`src/rtl/bcd_to_bin_seq.sv`:
```
// Sequential BCD-to-binary converter using reverse double-dabble, one shift per clock.
// A start/done handshake brackets each job; bin/ovf/err hold until the next done.
module bcd_to_bin_seq #(
  parameter int unsigned N_DIGITS = 4,
  parameter int unsigned BIN_W    = 14,
  parameter int unsigned MAX_VAL  = 8191
) (
  input  logic                  clk,
  input  logic                  rst,
  input  logic                  start,
  input  logic [4*N_DIGITS-1:0] bcd_in,
  output logic                  busy,
  output logic                  done,
  output logic [BIN_W-1:0]      bin,
  output logic                  ovf,
  output logic                  err
);

  localparam int unsigned SR_W  = 4*N_DIGITS + BIN_W;
  localparam int unsigned CNT_W = $clog2(BIN_W);

  typedef enum logic [1:0] {IDLE, SHIFT, DONE} state_t;

  state_t             state_q, state_d;
  logic [SR_W-1:0]    sr_q, sr_d, sr_step;
  logic [CNT_W-1:0]   cnt_q, cnt_d;
  logic [BIN_W-1:0]   bin_q, bin_d;
  logic               ovf_q, ovf_d;
  logic               err_q, err_d;
  logic               busy_q, busy_d;
  logic               done_q, done_d;
  logic               digit_bad;

  always_comb begin
    digit_bad = 1'b0;
    for (int unsigned k = 0; k < N_DIGITS; k++) begin
      if (bcd_in[4*k +: 4] > 4'd9) digit_bad = 1'b1;
    end

    // Shift right, then pull every BCD field that crossed into 8..15 back down by 3.
    sr_step = sr_q >> 1;
    for (int unsigned k = 0; k < N_DIGITS; k++) begin
      if (sr_step[BIN_W + 4*k +: 4] >= 4'd8)
        sr_step[BIN_W + 4*k +: 4] = sr_step[BIN_W + 4*k +: 4] - 4'd3;
    end

    state_d = state_q;
    sr_d    = sr_q;
    cnt_d   = cnt_q;
    bin_d   = bin_q;
    ovf_d   = ovf_q;
    err_d   = err_q;

    case (state_q)
      IDLE: begin
        if (start) begin
          if (digit_bad) begin
            bin_d   = '0;
            ovf_d   = 1'b0;
            err_d   = 1'b1;
            state_d = DONE;
          end else begin
            sr_d    = {bcd_in, {BIN_W{1'b0}}};
            cnt_d   = '0;
            state_d = SHIFT;
          end
        end
      end
      SHIFT: begin
        sr_d  = sr_step;
        cnt_d = cnt_q + 1'b1;
        if (cnt_q == CNT_W'(BIN_W - 1)) begin
          bin_d   = sr_step[BIN_W-1:0];
          ovf_d   = 32'(sr_step[BIN_W-1:0]) > MAX_VAL;
          err_d   = 1'b0;
          state_d = DONE;
        end
      end
      DONE:    state_d = IDLE;
      default: state_d = IDLE;
    endcase

    busy_d = (state_d != IDLE);
    done_d = (state_d == DONE);
  end

  always_ff @(posedge clk) begin
    if (rst) begin
      state_q <= IDLE;
      sr_q    <= '0;
      cnt_q   <= '0;
      bin_q   <= '0;
      ovf_q   <= 1'b0;
      err_q   <= 1'b0;
      busy_q  <= 1'b0;
      done_q  <= 1'b0;
    end else begin
      state_q <= state_d;
      sr_q    <= sr_d;
      cnt_q   <= cnt_d;
      bin_q   <= bin_d;
      ovf_q   <= ovf_d;
      err_q   <= err_d;
      busy_q  <= busy_d;
      done_q  <= done_d;
    end
  end

  assign busy = busy_q;
  assign done = done_q;
  assign bin  = bin_q;
  assign ovf  = ovf_q;
  assign err  = err_q;

endmodule
```
`config.mk`:
```
export PLATFORM = sky130hd
export DESIGN_NAME = bcd_to_bin_seq
export DESIGN_NICKNAME = d
export VERILOG_FILES = /design/src/rtl/bcd_to_bin_seq.sv
export SDC_FILE = /design/constraint.sdc
export NUM_CORES = 1
export LEC_CHECK = 0
export CORE_ASPECT_RATIO = 2
export CORE_MARGIN = 4
export CORE_UTILIZATION = 50
export CTS_BUF_LIST = sky130_fd_sc_hd__clkbuf_4 sky130_fd_sc_hd__clkbuf_8 sky130_fd_sc_hd__clkbuf_16
export CTS_CLUSTER_DIAMETER = 60
export DETAILED_ROUTE_END_ITERATION = 12
export PLACE_DENSITY = 0.79
export SETUP_SLACK_MARGIN = 0.5
export SYNTH_ARGS = -nofsm -noshare
export SYNTH_HDL_FRONTEND = slang
export SYNTH_SLANG_ARGS = --single-unit
```
`constraint.sdc`:
```
create_clock -name clk -period 2.2 [get_ports clk]
set_input_delay 0.33 -clock clk [delete_from_list [all_inputs] [get_ports clk]]
set_output_delay 0.33 -clock clk [all_outputs]
set_load 0.05 [all_outputs]
```
# --- After elaboration in Yosys (flattened, before gate mapping) ---
# Index checks and enable logic that the tools add are counted.
totals:
  reg_bits: 54
  out_inout_bits: 18
op_classes:
  add_sub_neg: 5
  order_cmp: 9
  n_eq_ne: 7
  mux: 30
  reduce_logical: 5
ops:
  columns: ["cell", "count"]
  rows:
  - ["$mux W30", 2]
  - ["$pmux W30 S2", 1]
  - ["$mux W14", 3]
  - ["$pmux W14 S2", 1]
  - ["$mux W4", 6]
  - ["$gt A4 B4 Y1 const B", 4]
  - ["$gt A14 B13 Y1 const B", 1]
  - ["$ge A4 B4 Y1 const B", 3]
  - ["$sub A4 B2 Y4 const B", 3]
  - ["$mux W1", 10]
  - ["$ne A2 B2 Y1 const B", 4]
  - ["$pmux W4 S2", 1]
  - ["$mux W2", 3]
  - ["$add A4 B1 Y4 const B", 1]
  - ["$eq A4 B4 Y1 const B", 1]
  - ["$ge A3 B4 Y1 const B", 1]
  - ["$pmux W1 S2", 2]
  - ["$pmux W2 S2", 1]
  - ["$reduce_and A4 Y1", 1]
  - ["$reduce_bool A2 Y1", 2]
  - ["$sub A3 B2 Y4 const B", 1]
  - ["$reduce_and A3 Y1", 1]
  - ["$eq A2 B1 Y1 const B", 1]
  - ["$eq A2 B2 Y1 const B", 1]
  - ["$logic_not A2 Y1", 1]

# --- Longest topological paths before layout ---
# Gate-level depths: netlist of the first run.
logic_depth:
  ltp_word: 9
  mapped_depth: 6
  mapped_depth_nobuf: 5

# --- Worst setup path before layout of the first run ---
# Ideal clock, no wire load.
synth_path:
  kind: "register to register"
  from: "register cnt_q[1]"
  to: "register bin_q[10], in the netlist bin[10]"
  arrival_time_ps: 1434
  slack_ps: 705
  path_stages_with_launch: 7
  path_buffers: 1
  period_less_slack_ps: 1495
  cell_sequence: "dfxtp_1 -> inv_1 -> ha_1 -> and3_1 -> a221oi_4 -> buf_6 -> a22o_1"
synth_via:
  elab_chain_cells: 3
synth_rtl:
  columns: ["item", "line_no", "rtl"]
  rows:
  - ["from (decl)", "26", "logic [CNT_W-1:0] cnt_q, cnt_d;"]
  - ["from (signal assigned)", "100", "cnt_q <= cnt_d;"]
  - ["$eq A4 B4 Y1", "72", "if (cnt_q == CNT_W'(BIN_W - 1)) begin"]
  - ["$ne A2 B2 Y1 (no line)", null, null]
  - ["$reduce_and A4 Y1 (no line)", null, null]
  - ["to (signal assigned)", "101", "bin_q <= bin_d;"]
  - ["to (decl)", "27", "logic [BIN_W-1:0] bin_q, bin_d;"]
# Every way passes these cells.
# A chain may end at the register's enable or synchronous reset.

# --- Worst setup path after layout of the first run ---
layout_path:
  from: "input port bcd_in[13]"
  to: "register cnt_q[0]"
layout_via:
  elab_chain_cells: 4
layout_rtl:
  columns: ["item", "line_no", "rtl"]
  rows:
  - ["from (decl)", "11", "input logic [4*N_DIGITS-1:0] bcd_in,"]
  - ["$gt A4 B4 Y1", "37", "if (bcd_in[4*k +: 4] > 4'd9) digit_bad = 1'b1;"]
  - ["$mux W1", "37", null]
  - ["$ne A2 B2 Y1 (no line)", null, null]
  - ["$reduce_and A3 Y1 (no line)", null, null]
# Every way passes these cells.

==> impl_metrics.tcl, run 1 <==
set metrics [dict create \
    synthFlopType "dfxtp_1" \
    pin_count 37 \
    hold_slack_ps 474 \
    syn_nets 252 \
    multi_input_area_um2 1190 \
    layout.nets 290 \
    finalCritPeriodShare_pct 75.5 \
    min_from "ovf" \
    clock-root-buffer "clkbuf_8" \
    crit_path_cell_trace "clkdlybuf4s50_1 > o21ai_2 > and4_4 > a211oi_4 > buf_12 > mux2_2" \
    vias 1866 \
    vdd_ir_drop_max_uv 625 \
    firstDrtPassIters 4 \
    dp_slack_ps 101 \
    critPathLaunchType "input pin" \
    cap_violations 0 \
    slowest_delay_ps 450 \
    rsz0062_at_grt "yes" \
    drt-initial-drc-count 44 \
    h-tree-depth 2 \
    fin_area_um2 2920 \
    die_w_um 56.6 \
    required_ps 2390 \
    finalCoreUtilization_pct 63.5 \
    route.detailed.drc 0 \
    crit_path_top_delay_cell "clkdlybuf4s50_1" \
    worstReg2RegEnd "bin[0]" \
    routedWlPerCell_um 15.6 \
    layout.cells.non_filler 319 \
    dieHeight_um 105 \
    drive_gt1_share_pct 11.4 \
    cts_buffer_depth 2 \
    worstPathBufferInverterCount 2 \
    grt_pass1_wl_mm 8.54 \
    hpwl_mm 3.73 \
    start_util_pct 51.4 \
    grt_usage_pct 17.7 \
    ant_nets 0 \
    fillCellCount 403 \
    worst_slew_pin_slew_ps 789 \
    dieArea_um2 5960 \
    synth_area_um2 2360 \
    synthCells 225 \
    cp_top_family "buffers and inverters" \
    synth_area_per_cell_um2 10.5 \
    setup_violations 0 \
    clkLatencyLatePin_ps 300 \
    seq_area_um2 1060 \
    viasPerCell 5.85 \
    place_inst 310 \
    crit_path_start "bcd_in[13]" \
    cts_tree "done" \
    cp-end-kind "flip-flop" \
    antenna_found_initial 0 \
    status "finished clean" \
    post_dp_cell_area_um2 2770 \
    syn2layout_area_growth_pct 23.6 \
    ys_ff_latch 53 \
    grt_pass1_vias 1879 \
    async_reset_ff_share_pct 0 \
    gp_congestion 0.772 \
    synth.most_common_cell "dfxtp_1" \
    synth_cell_types 36 \
    diodes 0 \
    cts_hold_buffers 0 \
    finalPower_mw 2.02 \
    finalHoldViolations 0 \
    rows 35 \
    cp_max_fo 15 \
    hold_path_end "ovf" \
    synth_area_leaders "dfxtp_1 45%, a22o_1 10%, mux2i_1 6.4%" \
    p_leak_nw 1.25 \
    wl_mm 4.98 \
    synth-edff-count 0 \
    holdPathStages 1 \
    worstSetupPathType "in -> reg" \
    rr_worst_depth 6 \
    fmax_ghz 0.602 \
    slew_headroom_pct 47.2 \
    fin_skew_ps 8.56 \
    numCtsBuffers 5 \
    rrSetupSlack_ps 580 \
    synth_top_area_share_pct 44.9 \
    hp-class "reg -> reg" \
    gr-total-overflow 0 \
    arrival_ps 1850 \
    ys_seq_area_share_pct 44.9 \
    power_density_nw_per_um2 691 \
    synthTopCellsByCount "53 x dfxtp_1, 28 x a22o_1, 15 x mux2i_1" \
    r2r-start "cnt_q[1]" \
    cts_sinks 53 \
    grt_max_degree 19 \
    setup_tns_ps 0 \
    port_buffers 36 \
    slew_violations 0 \
    clkTransAtPathRegs_ps 90 \
    synth_top_area_cell "dfxtp_1" \
    yosysWarnings 0 \
    layout_setup_ws_ps 539 \
    fin_crit_ps 1660 \
    placeableCoreArea_um2 4600 \
]
==> sequential cells by signal, indices dropped and copies added, names as in the netlist <==
register  cells
sr_q         29
ovf           1
cnt_q         4
err           1
state_q       2
busy          1
done          1
bin          14
==> how the worst max path moves through the flow <==
| stage | endpoint | depth (start not counted) |
|---|---|---|
| 5_1_grt | sr_q[25] | 5 |
| 2_1_floorplan | bin[10] | 6 |
| 6_report | cnt_q[0] | 6 |
| 3_3_place_gp | cnt_q[0] | 5 |
| 4_1_cts | bin[0] | 6 |
| 3_5_place_dp | cnt_q[0] | 5 |
==> placed cells by master, fill, tap and decap left out, types with 4 or more instances in the layout <==
| cell type | Yosys | final |
|---|---|---|
| a211o_1 | 9 | 9 |
| a211oi_1 | 4 | 4 |
| a21oi_1 | 4 | 4 |
| a22o_1 | 28 | 28 |
| a311oi_1 | 4 | 4 |
| a31oi_1 | 4 | 4 |
| buf_4 | 2 | 8 |
| clkbuf_8 | 0 | 5 |
| clkdlybuf4s50_1 | 0 | 18 |
| dfxtp_1 | 53 | 53 |
| dlygate4sd2_1 | 0 | 18 |
| ha_1 | 8 | 8 |
| inv_1 | 8 | 8 |
| mux2i_1 | 15 | 15 |
| nand2_1 | 9 | 9 |
| nand2b_1 | 10 | 10 |
| nor2_1 | 14 | 14 |
| nor2b_1 | 5 | 4 |
| nor3_1 | 4 | 4 |
| o21ai_2 | 3 | 4 |
| xnor2_1 | 6 | 6 |
==> power breakdown <==
part           leakage, nW  internal, mW  switching (mW)  total [mW]
Combinational        0.752         0.119           0.129       0.249
Clock               0.0681         0.452           0.307       0.759
Sequential           0.429         0.983          0.0253        1.01
Total                 1.25          1.55           0.462        2.02
==> worst reg2reg max path: stages (launching register included) <==
cell and delay [ps]:
dfxtp_1 390, inv_1 60, ha_1 190, and3_1 260
a221oi_4 340, buf_12 180, a22o_1 140
==> cell families (layout without fill, tap and decap cells) <==
kind of cell	after synthesis	in the layout	synth area share [%]
compound gates	67	67	24.3
xor+xnor	6	6	2.22
fa+ha+maj	8	8	4.24
buf+inv	23	62	5.83
flops	53	53	44.9
mux	16	16	6.83
simple gates	52	52	11.7
==> layout make-up <==
cell class,count,share of cell area [%]
Tap cell,55,2.36
Clock inverter,3,2.23
Timing Repair Buffer,46,15.0
Sequential cell,53,36.3
Clock buffer,5,2.36
Inverter,8,1.03
Multi-Input combinational cell,149,40.7
==> per-layer routing <==
layer	up-vias	GRT usage, %	part of all wire, %
met2	47	33.3	58
met5	-	0	0
met3	9	3.09	3.6
met1	911	18.7	37
met4	0	6.79	2.2
li1	899	-	-
==> repair_timing <==
item                       CTS  global route
pin swaps                    1             1
resized for setup           20             3
setup endpoints to repair   48            17
hold endpoints to repair     0             0
setup buffers                1             0
Note: power is estimated with default switching activity, not from simulation.
==> run 2, diff against run 1 <==
Clock period 2.2 ns to 1.7 ns, I/O delays scaled along.
==> run 2 against run 1 <==
Compared with the run above:
- sequential power increased by 30%
- sequential share of layout area fell by 6.0 points
- core utilization increased by 13 points
- die area did not move
- clock power down 4.2%
- first-iteration DRC count increased by 70%
- power is 26% higher
- critical path type is now reg -> reg
- critical endpoint is now bin[11]
==> impl_metrics.tcl, run 2 (same netlist as run 1, synthesis figures left out) <==
set metrics [dict create \
    status "finished clean" \
    worstSetupPathType "reg -> reg" \
    syn2layout_area_growth_pct 49.5 \
    slew_violations 0 \
    dp_slack_ps -343 \
    cts_buffer_depth 2 \
    arrival_ps 1740 \
    wl_mm 6.95 \
    h-tree-depth 2 \
    hp-class "in -> reg" \
    layout.nets 340 \
    firstDrtPassIters 4 \
    largest-register "sr_q" \
    cts_sinks 53 \
    clockPowerShare_pct 28.7 \
    layout_setup_ws_ps 214 \
    crit_top_cell "buf_4" \
    switching_share_pct 27.6 \
    finalCoreUtilization_pct 76.8 \
    start_util_pct 51.4 \
    cts_tree "done" \
    switchingPower_mw 0.700 \
    dieArea_um2 5960 \
    cp_max_fo 8 \
    pin_count 37 \
    ant_nets 0 \
    fin_skew_ps 3.49 \
    vias 2122 \
    final_common_cell "dfxtp_1" \
    post_dp_cell_area_um2 2860 \
    seq_power_share_pct 51.5 \
    finalPower_mw 2.54 \
    placeableCoreArea_um2 4600 \
    crit_path_cell_trace "buf_4 > and3_4 > a221oi_4 > buf_4 > buf_12 > a22o_1" \
    rows 35 \
    rsz0062_at_grt "yes" \
    crit_path_top_delay_cell "dfxtp_1" \
    required_ps 1960 \
    hpwl_mm 3.61 \
    dieHeight_um 105 \
    finalHoldViolations 0 \
    combPwrFrac_pct 19.8 \
    port_buffers 36 \
    fillCellCount 303 \
    intPower_mw 1.84 \
    setup_violations 0 \
    drt-initial-drc-count 75 \
    route.detailed.drc 0 \
    numCtsBuffers 5 \
    grt_usage_pct 22.1 \
    worst_slew_pin_slew_ps 347 \
    fmax_ghz 0.673 \
    clkTransAtPathRegs_ps 100 \
    die_w_um 56.6 \
    gr-total-overflow 0 \
    grt_pass1_wl_mm 10.4 \
    gp_congestion 0.777 \
    cap_violations 0 \
    drive_gt1_share_pct 41.1 \
    final_cell_mix "47 x dfxtp_1, 46 x buf_4, 28 x a22o_1" \
    clkLatencyLatePin_ps 310 \
    clock-root-buffer "clkbuf_8" \
    fin_crit_ps 1490 \
    worstPathBufferInverterCount 3 \
    cp_top_family "buffers and inverters" \
    fin_area_um2 3530 \
    slowest_delay_ps 350 \
    finalCritPeriodShare_pct 87.4 \
    grt_pass1_vias 2128 \
    largest_register_ffs 29 \
    viasPerCell 5.75 \
    grt_max_degree 18 \
    power_density_nw_per_um2 718 \
    critPathLaunchType "flip-flop" \
    diodes 0 \
    routedWlPerCell_um 18.8 \
    vdd_ir_drop_max_uv 565 \
    p_leak_nw 1.53 \
    slew_headroom_pct 76.8 \
    antenna_found_initial 0 \
    cp-end-kind "flip-flop" \
]
-- run 2: cell types whose count changed in the layout (fill, tap and decap cells not counted), moves of 5 or more --
cell and delta:
buf_4 +38, buf_6 +24, clkbuf_2 +7, clkdlybuf4s50_1 -14
dfxtp_1 -6, dfxtp_2 +5, dlygate4sd2_1 -16
-- run 2: timing repair --
item | CTS | global route
gates resized for setup | 54 | 44
endpoints found under the setup margin | 52 | 52
hold buffers | 0 | 0
hold endpoints to repair | 0 | 0
buffers inserted | 27 | 8
cloned | 3 | 1
pin swaps | 27 | 17
-- run 2: routing by layer --
layer  track usage, %  up-vias  part of all wire [%]
met5                0        -                     0
met4             9.85        0                   2.9
met3             3.83       17                   3.3
li1                 -     1004                     -
met2             41.5       60                    56
met1             22.9     1041                    38
-- run 2: power groups by stage --
stage | Combinational (mW) | Sequential, mW | Clock (mW)
after floorplan | 0.195 | 1.35 | 0
after global placement | 0.333 | 1.33 | 0
after detailed placement | 0.337 | 1.33 | 0
after CTS | 0.433 | 1.31 | 0.738
after global routing | 0.532 | 1.31 | 0.782
final | 0.502 | 1.31 | 0.727
-- run 2: cell type report --
cell class	count	area, µm²	share of cell area (%)
inverters	8	30.0	0.850
clock inverters	3	21.3	0.602
multi-input cells	149	1310	37.0
repair buffers	96	966	27.4
clock buffers	5	68.8	1.95
well taps	55	68.8	1.95
flip-flops and latches	53	1070	30.3
-- run 2: path summary, 6_finish.rpt --
| kind | start | endpoint | slack (ps) | depth (start not counted) |
|---|---|---|---|---|
| worst max-delay path | cnt_q[2] | bin[11] | 210 | 6 |
| worst min-delay path | bcd_in[14] | sr_q[28] | 240 | 3 |
| worst max register to register | cnt_q[2] | bin[11] | 210 | 6 |
| worst min register to register | bin[0] | bin[0] | 480 | 1 |
-- run 2: worst register-to-register path, stage by stage, from the launching register on --
cell and delay [ps]:
dfxtp_1 350, buf_4 170, and3_4 190, a221oi_4 310, buf_4 180, buf_12 110
a22o_1 130
-- run 2: metrics by stage --
stage,TNS [ps],instances,hold slack [ps]
after floorplan,0,225,407
after global placement,-7950,322,457
after detailed placement,-9120,322,462
after CTS,0,360,405
after global routing,0,369,247
final,0,369,243
==> run 3, diff against run 2 <==
Settings changed: SLEW_MARGIN set to 5.
==> results of run 3 <==
No change in the layout: final DEF, timing and power equal those of run 2.
